$ cat src/rtl/ps2_pkg.sv
// Shared PS/2 definitions: host transmitter states, frame length, command bytes.
// Also provides the odd-parity helper used when a byte is latched for sending.
package ps2_pkg;

    typedef enum logic [2:0] {
        StIdle,
        StInhibit,
        StReq,
        StSend,
        StWaitRel
    } ps2_state_e;

    localparam int unsigned PS2_FRAME_BITS = 11;

    localparam logic [7:0] CMD_SET_LEDS = 8'hED;
    localparam logic [7:0] CMD_ECHO     = 8'hEE;
    localparam logic [7:0] CMD_RESET    = 8'hFF;
    localparam logic [7:0] RSP_ACK      = 8'hFA;

    function automatic logic odd_parity(input logic [7:0] b);
        return ~^b;
    endfunction

endpackage

$ cat src/rtl/ps2_line_sync.sv
// Two-flop synchronizer for one PS/2 line plus a one-cycle falling-edge strobe.
// Flops reset to 1 so an idle-high line never produces a spurious edge after reset.
module ps2_line_sync (
    input  logic clk_i,
    input  logic rst_ni,
    input  logic line_i,
    output logic sync_o,
    output logic fall_o
);

    logic meta_q, sync_q, prev_q;

    always_ff @(posedge clk_i or negedge rst_ni) begin
        if (!rst_ni) begin
            meta_q <= 1'b1;
            sync_q <= 1'b1;
            prev_q <= 1'b1;
        end else begin
            meta_q <= line_i;
            sync_q <= meta_q;
            prev_q <= sync_q;
        end
    end

    assign sync_o = sync_q;
    assign fall_o = prev_q & ~sync_q;

endmodule

$ cat src/rtl/ps2_host_tx.sv
// Host-to-device PS/2 command transmitter driving open-drain clock/data pull-low enables.
// The device generates all frame clocks once the host releases the clock after the start bit.
module ps2_host_tx
    import ps2_pkg::*;
#(
    parameter int unsigned INHIBIT_CYCLES = 5000,
    parameter int unsigned TIMEOUT_CYCLES = 750000
) (
    input  logic       clk,
    input  logic       rst,
    input  logic       clkKeyboard,
    input  logic       data,
    input  logic       txStart,
    input  logic [7:0] txData,
    output logic       clkKeyboardOe,
    output logic       dataOe,
    output logic       busy,
    output logic       done,
    output logic       ackErr
);

    localparam int unsigned InhW = $clog2(INHIBIT_CYCLES);
    localparam int unsigned WdW  = $clog2(TIMEOUT_CYCLES);

    logic kclk_sync, kclk_fall, data_sync, unused_data_fall;

    ps2_line_sync u_clk_sync (
        .clk_i  (clk),
        .rst_ni (rst),
        .line_i (clkKeyboard),
        .sync_o (kclk_sync),
        .fall_o (kclk_fall)
    );

    ps2_line_sync u_data_sync (
        .clk_i  (clk),
        .rst_ni (rst),
        .line_i (data),
        .sync_o (data_sync),
        .fall_o (unused_data_fall)
    );

    ps2_state_e       state_q, state_d;
    logic [7:0]       tx_q, tx_d;
    logic             parity_q, parity_d;
    logic [InhW-1:0]  inh_cnt_q, inh_cnt_d;
    logic [3:0]       bit_cnt_q, bit_cnt_d;
    logic [WdW-1:0]   wd_q, wd_d;
    logic             ack_ok_q, ack_ok_d;
    logic             clk_oe_q, clk_oe_d;
    logic             data_oe_q, data_oe_d;
    logic             busy_q, busy_d;
    logic             done_q, done_d;
    logic             ack_err_q, ack_err_d;

    always_comb begin
        state_d   = state_q;
        tx_d      = tx_q;
        parity_d  = parity_q;
        inh_cnt_d = inh_cnt_q;
        bit_cnt_d = bit_cnt_q;
        wd_d      = wd_q;
        ack_ok_d  = ack_ok_q;
        clk_oe_d  = clk_oe_q;
        data_oe_d = data_oe_q;
        busy_d    = busy_q;
        done_d    = 1'b0;
        ack_err_d = 1'b0;

        unique case (state_q)
            StIdle: begin
                if (txStart) begin
                    tx_d      = txData;
                    parity_d  = odd_parity(txData);
                    inh_cnt_d = '0;
                    bit_cnt_d = '0;
                    wd_d      = '0;
                    ack_ok_d  = 1'b0;
                    busy_d    = 1'b1;
                    clk_oe_d  = 1'b1;
                    data_oe_d = 1'b0;
                    state_d   = StInhibit;
                end
            end
            StInhibit: begin
                if (inh_cnt_q == InhW'(INHIBIT_CYCLES - 1)) begin
                    data_oe_d = 1'b1;
                    state_d   = StReq;
                end else begin
                    inh_cnt_d = inh_cnt_q + InhW'(1);
                end
            end
            StReq: begin
                clk_oe_d  = 1'b0;
                bit_cnt_d = '0;
                wd_d      = '0;
                state_d   = StSend;
            end
            StSend: begin
                wd_d = wd_q + WdW'(1);
                if (kclk_fall) begin
                    // The last device edge carries the ACK instead of advancing the count.
                    if (bit_cnt_q == 4'(PS2_FRAME_BITS - 1)) begin
                        ack_ok_d = ~data_sync;
                        state_d  = StWaitRel;
                    end else begin
                        bit_cnt_d = bit_cnt_q + 4'd1;
                        if (bit_cnt_q < 4'd8) begin
                            data_oe_d = ~tx_q[bit_cnt_q[2:0]];
                        end else if (bit_cnt_q == 4'd8) begin
                            data_oe_d = ~parity_q;
                        end else begin
                            data_oe_d = 1'b0;
                        end
                    end
                end
            end
            StWaitRel: begin
                wd_d = wd_q + WdW'(1);
                if (kclk_sync && data_sync) begin
                    busy_d    = 1'b0;
                    done_d    = ack_ok_q;
                    ack_err_d = ~ack_ok_q;
                    state_d   = StIdle;
                end
            end
            default: state_d = StIdle;
        endcase

        // Watchdog overrides any same-cycle ACK decision or normal completion.
        if ((state_q == StSend || state_q == StWaitRel) &&
            wd_q == WdW'(TIMEOUT_CYCLES - 1)) begin
            clk_oe_d  = 1'b0;
            data_oe_d = 1'b0;
            busy_d    = 1'b0;
            done_d    = 1'b0;
            ack_err_d = 1'b1;
            state_d   = StIdle;
        end
    end

    always_ff @(posedge clk or negedge rst) begin
        if (!rst) begin
            state_q   <= StIdle;
            tx_q      <= '0;
            parity_q  <= 1'b0;
            inh_cnt_q <= '0;
            bit_cnt_q <= '0;
            wd_q      <= '0;
            ack_ok_q  <= 1'b0;
            clk_oe_q  <= 1'b0;
            data_oe_q <= 1'b0;
            busy_q    <= 1'b0;
            done_q    <= 1'b0;
            ack_err_q <= 1'b0;
        end else begin
            state_q   <= state_d;
            tx_q      <= tx_d;
            parity_q  <= parity_d;
            inh_cnt_q <= inh_cnt_d;
            bit_cnt_q <= bit_cnt_d;
            wd_q      <= wd_d;
            ack_ok_q  <= ack_ok_d;
            clk_oe_q  <= clk_oe_d;
            data_oe_q <= data_oe_d;
            busy_q    <= busy_d;
            done_q    <= done_d;
            ack_err_q <= ack_err_d;
        end
    end

    assign clkKeyboardOe = clk_oe_q;
    assign dataOe        = data_oe_q;
    assign busy          = busy_q;
    assign done          = done_q;
    assign ackErr        = ack_err_q;

endmodule

$ cat config.mk
export PLATFORM = sky130hd
export DESIGN_NAME = ps2_host_tx
export DESIGN_NICKNAME = d
export VERILOG_FILES = /design/src/rtl/ps2_pkg.sv /design/src/rtl/ps2_line_sync.sv /design/src/rtl/ps2_host_tx.sv
export SDC_FILE = /design/constraint.sdc
export NUM_CORES = 1
export LEC_CHECK = 0
export BUFFER_PORTS_ARGS = -buffer_cell sky130_fd_sc_hd__buf_2
export CAP_MARGIN = 10
export CORE_UTILIZATION = 55
export CTS_CLUSTER_SIZE = 40
export DETAILED_ROUTE_END_ITERATION = 10
export PLACE_DENSITY = 0.76
export SLEW_MARGIN = 15
export SYNTH_ARGS = -nofsm -noshare
export SYNTH_HDL_FRONTEND = slang
export SYNTH_SLANG_ARGS = --single-unit
$ cat constraint.sdc
create_clock -name clk -period 1.75 [get_ports clk]
set_clock_uncertainty 0.15 [all_clocks]
set_input_delay 0.35 -clock clk [delete_from_list [all_inputs] [get_ports clk]]
set_output_delay 0.35 -clock clk [all_outputs]
set_load 0.02 [all_outputs]
==> out/metrics.csv, run 1 <==
stage,metric,value,unit
worst_setup_path,internal reg-to-reg setup slack,-0.41,ns
route,routed len/inst,26.2,µm
layout,total of fill cells in the finished design,162,
placed_design,Placement Cell Area,3880,µm²
floorplan,Site Rows,27,
clocking,Sink Count,60,
floorplan,Core ar.,5510,µm²
timing,worst slew pin tran,0.509,ns
logic_synthesis,synth warn,0,
route,final WL,13.7,mm
worst_setup_path,Crit Path Class,register to register,
route,WL met2,6.33,mm
global_route,global-route wire length before repair,14.8,mm
global_route,vias in the first global route,3028,
clocking,clk slew on worst S/H paths,0.09,ns
logic_synthesis,count of flip-flops with a built-in enable after synthesis,0,
worst_setup_path,arrival time at the worst endpoint,2.30,ns
timing,worst slew margin relative to its limit,0.657,
worst_setup_path,"Max FO, Critical Path",4,
clocking,Worst-Skew Late Latency,0.37,ns
timing,Tcrit/Tclk final,1.23,
layout,diode count,0,
worst_setup_path,CP Capture Type,register,
power,Clock power frac,0.523,
layout,Final Instance Area,5010,µm²
worst_setup_path,worst setup path endpoint,dataOe,
timing,Slew Limit Fails,0,
worst_setup_path,Crit path required time,1.89,ns
timing,Final Hold Vio Count,0,
placed_design,PortBufs,17,
logic_synthesis,"Seq/Total Area, Yosys",0.480,
layout,Post-layout nets,462,
timing,Setup-failing EPs final,47,
power,power per cell area,639,nW/µm²
logic_synthesis,post-synthesis area per instance,9.97,µm²
worst_setup_path,critical path depth in cells,7,
global_route,GR Overflow Total,0,
worst_setup_path,CP cell instances,inv_2 > ha_2 > and3b_2 > o21ai_1 > nand3_2 > or4_4 > a21oi_2,
logic_synthesis,Yosys reg bits,60,
worst_setup_path,R2R depth,7,
clocking,CTS Buffer Depth,2,
floorplan,Die W,77.6,µm
floorplan,DIE AREA,6020,µm²
logic_synthesis,"Top FF cell, synth",dfrtp_1,
global_route,largest net degree at the start of global routing,21,
route,DRT iter0 DRCs,507,
layout,"most common cell after layout, fill and taps aside",buf_4,
route,met3 routed WL,1.56,mm
global_route,GRT Total Usage,0.325,
logic_synthesis,Async SR Flop Fraction,1.00,
logic_synthesis,"Distinct cells, synth",53,
placed_design,RePlAce Congestion,0.855,
job,Max Cap Violations,0,
worst_hold_path,Worst Hold Class,primary input to register,
route,total number of vias,3575,
clocking,CTS root buf,clkbuf_8,
timing,minimum clock period,2.16,ns
layout,layout cell share with drive strength beyond 1,0.526,
timing,RSZ-0062 raised after global routing,true,
layout,Area Overhead vs Synth,59.4,%
layout,final core occ,0.909,
global_route,initial antenna violation count,0,
power,Seq pwr share,0.439,
worst_setup_path,Top delay family on crit path,simple AND/OR/NAND/NOR gates,
worst_setup_path,Crit. Startpoint,bit_cnt_q[0],
clocking,CTS tree,done,
logic_synthesis,Mapped Cells,315,
route,Met1 Routed Length,4.72,mm
route,drt pass-1 iters,5,
floorplan,Vert. Die Dim,77.6,µm
clocking,CTS H-tree lvls,3,
outcome,outcome,"finished, violations left",
worst_setup_path,Worst R2R Start,bit_cnt_q[0],
floorplan,IO Pins,18,
worst_setup_path,critical path buffer and inverter count,1,
floorplan,Starting Density,0.570,
worst_setup_path,Crit-path slowest cell,or4_4,
placed_design,Post-DP HPWL,5.22,mm
power,Internal Dissipation,2.43,mW
route,number of nets still failing antenna checks after routing,0,
power,switch share,0.239,
route,drc violations,0,
power,worst vdd ir,0.000596,V
layout,most frequent cells in the layout,"buf_4 (85), dfrtp_1 (52), nor2_1 (30)",
logic_synthesis,syn_nets,333,
timing,final setup margin,-0.409,ns
power,leakage power,2.28,nW
timing,FMAX,463,MHz
logic_synthesis,Mapped Area,3140,µm²
clocking,CTS Buf Count,9,
worst_setup_path,R2R Path End,dataOe,
outcome,failing checks,setup timing,
worst_setup_path,CP Launch Type,register,
power,Switch Pwr,764,µW
worst_setup_path,worst stage delay on the critical path,0.54,ns
power,Logic pwr share,0.038,
route,via/cell ratio,6.86,
route,Highest Signal Layer,met4,
==> sequential cells by signal (all words and copies together) (netlist names), 3 cells and up <==
signal	count
wd_q	20
tx_q	8
bit_cnt_q	4
inh_cnt_q	13
state_q	3
==> synthesized netlist by cell type (2+ instances only) <==
cell | count | area [µm²]
and2_1 | 2 | 12.5
mux2_2 | 12 | 135
mux2i_1 | 2 | 20.0
nor3_1 | 10 | 50.1
clkbuf_1 | 5 | 18.8
o21a_1 | 2 | 15.0
dfstp_2 | 5 | 131
nand4_1 | 9 | 56.3
inv_1 | 8 | 30.0
a21oi_1 | 9 | 45.0
nor4_1 | 2 | 12.5
nand3_1 | 20 | 100
nor2_1 | 37 | 139
ha_1 | 5 | 62.6
o21ai_0 | 16 | 80.1
nand2b_1 | 4 | 25.0
dfrtp_1 | 55 | 1380
nand2_1 | 26 | 97.6
and3_1 | 3 | 18.8
or3_1 | 5 | 31.3
o22ai_1 | 2 | 12.5
xor2_1 | 12 | 105
nor4b_1 | 3 | 26.3
xnor2_1 | 20 | 175
buf_2 | 6 | 30.0
a31oi_1 | 3 | 18.8
nand3b_1 | 2 | 15.0
and3b_1 | 2 | 17.5
and4_1 | 3 | 26.3
nor4_2 | 2 | 25.0
==> cells by family after synthesis <==
family | count (synthesis) | share of synthesized area
mux | 15 | 0.0566
fa+ha+maj | 5 | 0.0199
flops | 60 | 0.480
buf+inv | 20 | 0.0275
compound gates | 44 | 0.0904
simple gates | 139 | 0.236
xor+xnor | 32 | 0.0892
==> worst reg2reg max path: cells and delay by family, from the launching register on <==
kind            cells  cell delay (ns)
simple gates        3             0.87
compound gates      2             0.34
flops               1             0.43
fa+ha+maj           1             0.21
buf+inv             1             0.08
==> area by class of cell <==
cell class                      instances  area [µm²]  area share
Multi-Input combinational cell        236        2030       0.406
Sequential cell                        60        1510       0.302
Timing Repair Buffer                  129        1090       0.218
Clock buffer                           10         138      0.0275
Clock inverter                          6         111      0.0222
Tap cell                               72        90.1      0.0180
Inverter                                8        30.0     0.00600
==> worst min-delay path by stage <==
| stage | slack (ns) | cells after the start | endpoint | startpoint |
|---|---|---|---|---|
| detailed placement | 0.14 | 1 | clkKeyboardOe | rst |
| global placement | 0.13 | 1 | busy | rst |
| CTS | 0.11 | 2 | tx_q[6] | txData[6] |
| global route | 0.1 | 2 | tx_q[4] | txData[4] |
| finish | 0.09 | 2 | tx_q[4] | txData[4] |
| floorplan | -0.1 | 0 | ackErr | rst |
==> routing by layer <==
layer,track usage,vias up
met5,0,-
met4,0.194,0
met3,0.0659,125
met2,0.526,368
met1,0.400,1704
li1,-,1378
==> power groups by stage <==
stage	registers, mW	clock network, mW	logic, mW
2_1_floorplan	1.43	0	0.0310
3_3_place_gp	1.43	0	0.0963
3_5_place_dp	1.43	0	0.0991
4_1_cts	1.40	1.58	0.106
5_1_grt	1.40	1.70	0.130
6_report	1.40	1.67	0.123
==> through the flow <==
| stage | std cells | hold slack (ns) | setup TNS [ns] | setup WS (ns) | power [mW] |
|---|---|---|---|---|---|
| 2_1_floorplan | 315 | -0.0956 | -0.438 | -0.140 | 1.46 |
| 3_3_place_gp | 458 | 0.129 | -1.29 | -0.144 | 1.52 |
| 3_5_place_dp | 458 | 0.136 | -2.42 | -0.216 | 1.53 |
| 4_1_cts | 493 | 0.106 | -1.29 | -0.158 | 3.09 |
| 5_1_grt | 521 | 0.0963 | -7.41 | -0.439 | 3.24 |
| 6_report | 521 | 0.0853 | -6.39 | -0.409 | 3.20 |
==> timing repair <==
action,CTS,global route
hold buffers,3,0
buffers inserted,17,29
endpoints found under the setup margin,40,52
cloned,0,2
hold endpoints to repair,12,0
pin swaps,26,53
resized for setup,37,82
Power figures use the tool's default switching activity.
==> run 2, diff against run 1 <==
--- a/config.mk
+++ b/config.mk
@@ -7,10 +7,12 @@
 export LEC_CHECK = 0
 export BUFFER_PORTS_ARGS = -buffer_cell sky130_fd_sc_hd__buf_2
 export CAP_MARGIN = 10
-export CORE_UTILIZATION = 55
+export CORE_UTILIZATION = 65
 export CTS_CLUSTER_SIZE = 40
 export DETAILED_ROUTE_END_ITERATION = 10
-export PLACE_DENSITY = 0.76
+export GPL_ROUTABILITY_DRIVEN = 0
+export HOLD_SLACK_MARGIN = 0.12
+export PLACE_DENSITY = 0.84
 export SLEW_MARGIN = 15
 export SYNTH_ARGS = -nofsm -noshare
 export SYNTH_HDL_FRONTEND = slang
==> constraint.sdc (replaced) <==
create_clock -name clk -period 2.7 [get_ports clk]
set_clock_uncertainty 0.15 [all_clocks]
set_input_delay 0.54 -clock clk [delete_from_list [all_inputs] [get_ports clk]]
set_output_delay 0.54 -clock clk [all_outputs]
set_load 0.02 [all_outputs]
==> out/metrics.csv, run 2 (synthesis results as in run 1) <==
stage,metric,value,unit,change
outcome,outcome,finished clean,,
worst_setup_path,CP cell instances,nor3_1 > a311oi_2 > nand3_1 > or4_4 > a21oi_2,,
worst_setup_path,"Max FO, Critical Path",18,,+14
timing,worst slew margin relative to its limit,0.520,,-0.137
worst_setup_path,Crit-path slowest cell,dfrtp_1,,
power,leakage power,1.50,nW,-34%
timing,minimum clock period,2.24,ns,+0.0845 ns
clocking,Worst-Skew Late Latency,0.35,ns,-0.02 ns
route,drt pass-1 iters,5,,unchanged
global_route,largest net degree at the start of global routing,35,,+67%
floorplan,IO Pins,18,,unchanged
timing,Final Hold Vio Count,0,,unchanged
clocking,CTS Buffer Depth,2,,unchanged
clocking,clk slew on worst S/H paths,0.07,ns,-0.02 ns
floorplan,Site Rows,24,,-11%
worst_setup_path,CP Capture Type,register,,
layout,Largest Register,wd_q,,
route,final WL,6.35,mm,-54%
route,via/cell ratio,6.24,,-9.0%
worst_hold_path,Worst Hold Class,primary input to register,,
placed_design,Placement Cell Area,3270,µm²,-16%
power,power per cell area,544,nW/µm²,-15%
layout,diode count,0,,unchanged
layout,Area Overhead vs Synth,12.0,%,
global_route,initial antenna violation count,0,,unchanged
clocking,Sink Count,60,,unchanged
floorplan,DIE AREA,5110,µm²,-15%
timing,setup TNS,0,ns,+6.39 ns
global_route,vias in the first global route,2324,,-23%
job,Max Cap Violations,0,,unchanged
layout,top flop regs,"wd_q: 20 flops, inh_cnt_q: 13 flops, tx_q: 8 flops",,
timing,Setup-failing EPs final,0,,-100%
layout,Post-layout nets,353,,-24%
global_route,GRT Total Usage,0.288,,-0.0370
worst_setup_path,arrival time at the worst endpoint,2.37,ns,+0.07 ns
worst_setup_path,CP Launch Type,register,,
route,total number of vias,2448,,-32%
floorplan,Die W,71.5,µm,-7.8%
layout,total of fill cells in the finished design,258,,+59%
clocking,CTS Buf Count,9,,unchanged
worst_setup_path,worst stage delay on the critical path,0.68,ns,+0.14 ns
layout,Final Instance Area,3520,µm²,-30%
global_route,GR Overflow Total,0,,unchanged
timing,worst slew pin tran,0.720,ns,+0.211 ns
layout,layout cell share with drive strength beyond 1,0.179,,-0.346
timing,Slew Limit Fails,0,,unchanged
route,number of nets still failing antenna checks after routing,0,,unchanged
floorplan,Starting Density,0.697,,+0.127
power,worst vdd ir,0.000415,V,-30%
timing,RSZ-0062 raised after global routing,false,,
route,drc violations,0,,unchanged
clocking,Resized cells post-CTS,0,,-100%
placed_design,PortBufs,17,,unchanged
placed_design,Post-DP HPWL,4.10,mm,-22%
layout,most frequent cells in the layout,"dfrtp_1 (55), nor2_1 (37), nand2_1 (26)",,
floorplan,Core ar.,4500,µm²,-18%
worst_setup_path,Crit path required time,2.83,ns,+0.94 ns
global_route,global-route wire length before repair,11.1,mm,-25%
timing,FMAX,446,MHz,-3.8%
clocking,CTS tree,done,,
route,DRT iter0 DRCs,200,,-61%
floorplan,Vert. Die Dim,71.5,µm,-7.8%
worst_setup_path,Top delay family on crit path,simple AND/OR/NAND/NOR gates,,
layout,"most common cell after layout, fill and taps aside",dfrtp_1,,
worst_setup_path,critical path buffer and inverter count,0,,-1
clocking,CTS H-tree lvls,3,,unchanged
worst_setup_path,Crit Path Class,register to register,,
clocking,CTS root buf,clkbuf_8,,
timing,Tcrit/Tclk final,0.831,,-0.403
route,routed len/inst,16.2,µm,-38%
layout,Largest register FFs,20,,unchanged
## run 2: cell types whose count changed in the layout (fill, tap and decap cells not counted), sizes merged
cell	change
clkinv	-2
clkbuf	+2
buf	-105
dlygate4sd3	-2
bufinv	-1
and2	-1
## run 2: through the flow
step                      std cells  power, mW  worst slack (ns)  hold WS (ns)  utilization
final                           392       1.91             0.457         0.142        0.781
after global routing            392       1.97             0.290         0.130        0.781
after CTS                       392       1.93             0.469         0.137        0.781
after global placement          375      0.979             0.586         0.196        0.726
after detailed placement        375      0.982             0.510         0.198        0.726
after floorplan                 315      0.945             0.744        0.0944            -
## run 2: what timing repair did
item	in CTS	in global routing
hold endpoints to repair	26	0
buffers inserted	0	0
hold buffers	1	0
## run 2: final timing paths
path | end | cells after the start | slack, ns | from
max | dataOe | 5 | 0.46 | state_q[1]
max in group asynchronous | u_clk_sync.meta_q | 3 | 1.14 | rst
min | u_clk_sync.meta_q | 1 | 0.14 | clkKeyboard
max reg2reg | dataOe | 5 | 0.46 | state_q[1]
min in group asynchronous | inh_cnt_q[9] | 2 | 0.59 | rst
min reg2reg | u_clk_sync.sync_o | 0 | 0.21 | u_clk_sync.meta_q
## run 2: cell type report
type | count | area (µm²) | share of cell area
multi-input cells | 235 | 1550 | 0.440
clock inverters | 3 | 67.6 | 0.0192
flip-flops and latches | 60 | 1510 | 0.429
clock buffers | 13 | 169 | 0.0480
inverters | 8 | 30.0 | 0.00854
well taps | 52 | 65.1 | 0.0185
repair buffers | 21 | 130 | 0.0370
## run 2: routing by layer
| layer | vias to the layer above | global-route usage | share of wire |
|---|---|---|---|
| li1 | 1149 | - | - |
| met4 | 0 | 0.118 | 0.020 |
| met5 | - | 0 | 0 |
| met1 | 1200 | 0.391 | 0.44 |
| met2 | 82 | 0.446 | 0.48 |
| met3 | 17 | 0.0745 | 0.054 |
## run 2: report_power, final
part | total, mW | internal (mW) | switching [mW]
combinational | 0.0562 | 0.0229 | 0.0333
sequential | 0.909 | 0.907 | 0.00254
clock | 0.948 | 0.596 | 0.352
total | 1.91 | 1.53 | 0.388
==> run 3, diff against run 2 <==
--- a/config.mk
+++ b/config.mk
@@ -5,14 +5,15 @@
 export SDC_FILE = /design/constraint.sdc
 export NUM_CORES = 1
 export LEC_CHECK = 0
+export ABC_AREA = 1
 export BUFFER_PORTS_ARGS = -buffer_cell sky130_fd_sc_hd__buf_2
 export CAP_MARGIN = 10
-export CORE_UTILIZATION = 65
+export CORE_UTILIZATION = 61
 export CTS_CLUSTER_SIZE = 40
 export DETAILED_ROUTE_END_ITERATION = 10
 export GPL_ROUTABILITY_DRIVEN = 0
 export HOLD_SLACK_MARGIN = 0.12
-export PLACE_DENSITY = 0.84
+export PLACE_DENSITY = 0.79
 export SLEW_MARGIN = 15
 export SYNTH_ARGS = -nofsm -noshare
 export SYNTH_HDL_FRONTEND = slang
==> constraint.sdc (replaced) <==
create_clock -name clk -period 2.1 [get_ports clk]
set_clock_uncertainty 0.15 [all_clocks]
set_input_delay 0.42 -clock clk [delete_from_list [all_inputs] [get_ports clk]]
set_output_delay 0.42 -clock clk [all_outputs]
set_load 0.02 [all_outputs]
==> out/metrics.csv, run 3 <==
stage,metric,value,unit,change
outcome,outcome,finished clean,,
clocking,CTS root buf,clkbuf_8,,
layout,Post-layout nets,535,,+52%
logic_synthesis,synth warn,0,,unchanged
clocking,Worst-Skew Late Latency,0.34,ns,about the same
placed_design,Placement Cell Area,3820,µm²,+17%
layout,diode count,0,,unchanged
clocking,# Post-CTS Setup Buffers,0,,unchanged
timing,final setup margin,0.181,ns,-0.275 ns
global_route,largest net degree at the start of global routing,46,,+31%
floorplan,IO Pins,18,,unchanged
layout,Area Overhead vs Synth,12.1,%,
clocking,CTS Buffer Depth,2,,unchanged
clocking,clk slew on worst S/H paths,0.07,ns,about the same
route,drc violations,0,,unchanged
floorplan,Starting Density,0.646,,-0.0509
worst_hold_path,worst hold path startpoint,txData[2],,
worst_setup_path,Worst R2R Start,wd_q[0],,
clocking,Sink Count,60,,unchanged
timing,Setup-failing EPs final,0,,unchanged
worst_setup_path,Crit-path slowest cell,dfrtp_1,,
route,routed len/inst,13.5,µm,-17%
layout,Final Instance Area,4060,µm²,+16%
worst_hold_path,Worst Hold Class,primary input to register,,
worst_setup_path,"Max FO, Critical Path",7,,-11
timing,setup TNS,0,ns,unchanged
timing,FMAX,521,MHz,+17%
placed_design,post-place setup slack,0.270,ns,-0.240 ns
logic_synthesis,syn_nets,504,,+51%
layout,total of fill cells in the finished design,461,,+79%
worst_setup_path,arrival time at the worst endpoint,2.00,ns,-0.37 ns
timing,Final Hold Vio Count,0,,unchanged
logic_synthesis,"Top FF cell, synth",dfrtp_1,,
global_route,global-route wire length before repair,13.5,mm,+22%
worst_setup_path,Crit Path Class,register to register,,
route,drt pass-1 iters,5,,unchanged
timing,worst slew margin relative to its limit,0.708,,+0.188
global_route,GR Overflow Total,0,,unchanged
logic_synthesis,top cell type's share of synthesized area,0.380,,-0.0585
timing,RSZ-0062 raised after global routing,false,,
floorplan,Core ar.,5610,µm²,+25%
layout,"most common cell after layout, fill and taps aside",nand2_1,,
route,final WL,8.02,mm,+26%
clocking,CTS H-tree lvls,3,,unchanged
layout,top flop regs,"wd_q: 20 flops, inh_cnt_q: 13 flops, tx_q: 8 flops",,
timing,worst slew pin tran,0.436,ns,-0.283 ns
placed_design,PortBufs,17,,unchanged
floorplan,DIE AREA,6250,µm²,+22%
floorplan,Site Rows,27,,+13%
global_route,initial antenna violation count,0,,unchanged
logic_synthesis,count of flip-flops with a built-in enable after synthesis,0,,unchanged
logic_synthesis,Yosys reg bits,60,,unchanged
worst_setup_path,Crit. Startpoint,wd_q[0],,
layout,most frequent cells in the layout,"nand2_1 (167), dfrtp_1 (55), nor2_1 (54)",,
job,Max Cap Violations,0,,unchanged
layout,Largest register FFs,20,,unchanged
worst_setup_path,CP Capture Type,register,,
clocking,CTS Buf Count,9,,unchanged
floorplan,Vert. Die Dim,79.1,µm,+11%
placed_design,Post-DP HPWL,5.80,mm,+42%
route,DRT iter0 DRCs,354,,+77%
floorplan,Die W,79.1,µm,+11%
timing,Tcrit/Tclk final,0.914,,+0.0827
worst_setup_path,CP cell instances,ha_1 > nand3_1 > nor3_1 > nand2_1 > nor2_1 > nor2_1 > nand2_1 > nand2_1,,
logic_synthesis,Async SR Flop Fraction,1.00,,unchanged
logic_synthesis,"Seq/Total Area, Yosys",0.416,,-0.0641
logic_synthesis,top cell type by total area after synthesis,dfrtp_1,,
power,power per cell area,1050,nW/µm²,+92%
logic_synthesis,most frequent cell after synthesis,nand2_1,,
logic_synthesis,post-synthesis area per instance,7.46,µm²,-25%
clocking,CTS tree,done,,
route,number of nets still failing antenna checks after routing,0,,unchanged
worst_setup_path,Crit path required time,2.18,ns,-0.65 ns
layout,layout cell share with drive strength beyond 1,0.159,,-0.0204
power,leakage power,1.84,nW,+23%
route,total number of vias,3277,,+34%
timing,minimum clock period,1.92,ns,-0.325 ns
worst_setup_path,"most used cell, CP",nand2_1,,
logic_synthesis,Mapped Cells,486,,+54%
logic_synthesis,Commonest cells post-synth,"nand2_1 (167), dfrtp_1 (55), nor2_1 (54)",,
layout,Largest Register,wd_q,,
logic_synthesis,Mapped Area,3620,µm²,+15%
logic_synthesis,Area contributors post-synth,"dfrtp_1 (38%), nand2_1 (17%), nand3_1 (6.1%)",,
worst_setup_path,CP Launch Type,register,,
logic_synthesis,"Distinct cells, synth",38,,-28%
timing,Slew Limit Fails,0,,unchanged
worst_setup_path,worst stage delay on the critical path,0.45,ns,-0.23 ns
route,via/cell ratio,5.52,,-12%
power,Power Total,4.25,mW,+120%
power,worst vdd ir,0.000724,V,+75%
global_route,vias in the first global route,2984,,+28%
global_route,GRT Total Usage,0.281,,-0.00628
run 3: kinds of logic (layout without fill, tap and decap cells):
kind of cell             count (synthesis)  count (layout)  share of synthesized area
AO/OA/AOI/OAI                           44              44                     0.0784
XOR/XNOR                                23              23                     0.0556
adder cells (fa/ha/maj)                  5               5                     0.0173
buffers and inverters                   47              83                     0.0549
flip-flops                              60              60                      0.416
AND/OR/NAND/NOR                        307             307                      0.378
run 3: cell type report:
class                      instances  area (µm²)  share of cell area
timing repair buffer              27         180              0.0443
sequential                        60        1510               0.371
inverter                          40         150              0.0370
clock buffer                      11         141              0.0348
multi-input combinational        379        1920               0.472
tap                               72        90.1              0.0222
clock inverter                     5        75.1              0.0185
run 3: power by group:
part	internal (mW)	leakage [nW]	switching [mW]
Sequential	1.36	0.791	0.206
Clock	0.695	0.113	0.458
Combinational	0.516	0.935	1.02
Total	2.57	1.84	1.69
run 3: stage by stage:
| step | hold slack (ns) | instances | util |
|---|---|---|---|
| detailed placement | 0.199 | 575 | 0.681 |
| global placement | 0.196 | 575 | 0.681 |
| global route | 0.173 | 594 | 0.724 |
| floorplan | -0.0256 | 486 | - |
| CTS | 0.154 | 594 | 0.724 |
| finish | 0.155 | 594 | 0.724 |
run 3: final timing paths:
check / slack, ns / cells past startpoint / to
setup / recovery: 0.18 / 8 / state_q[2]
hold / removal: 0.16 / 3 / tx_q[2]
setup reg to reg: 0.18 / 8 / state_q[2]
hold reg to reg: 0.21 / 0 / u_data_sync.sync_o
max in group asynchronous: 0.79 / 3 / u_clk_sync.meta_q
min in group asynchronous: 0.39 / 2 / wd_q[12]
run 3: routing by layer:
layer  track usage  routed length (µm)
met5             0                   0
met4         0.100                  93
met3        0.0563                 433
met2         0.433                3740
met1         0.394                3750
run 3: critical path, delay by kind of cell, from the launching register on:
family        cells  cell delay, ns
fa+ha+maj         1            0.29
flops             1            0.45
simple gates      7            0.92
run 3: repair_timing:
action | 4_1_cts | 5_1_grt
hold endpoints to repair | 17 | 0
resized for setup | 0 | 0
hold buffers | 3 | 0
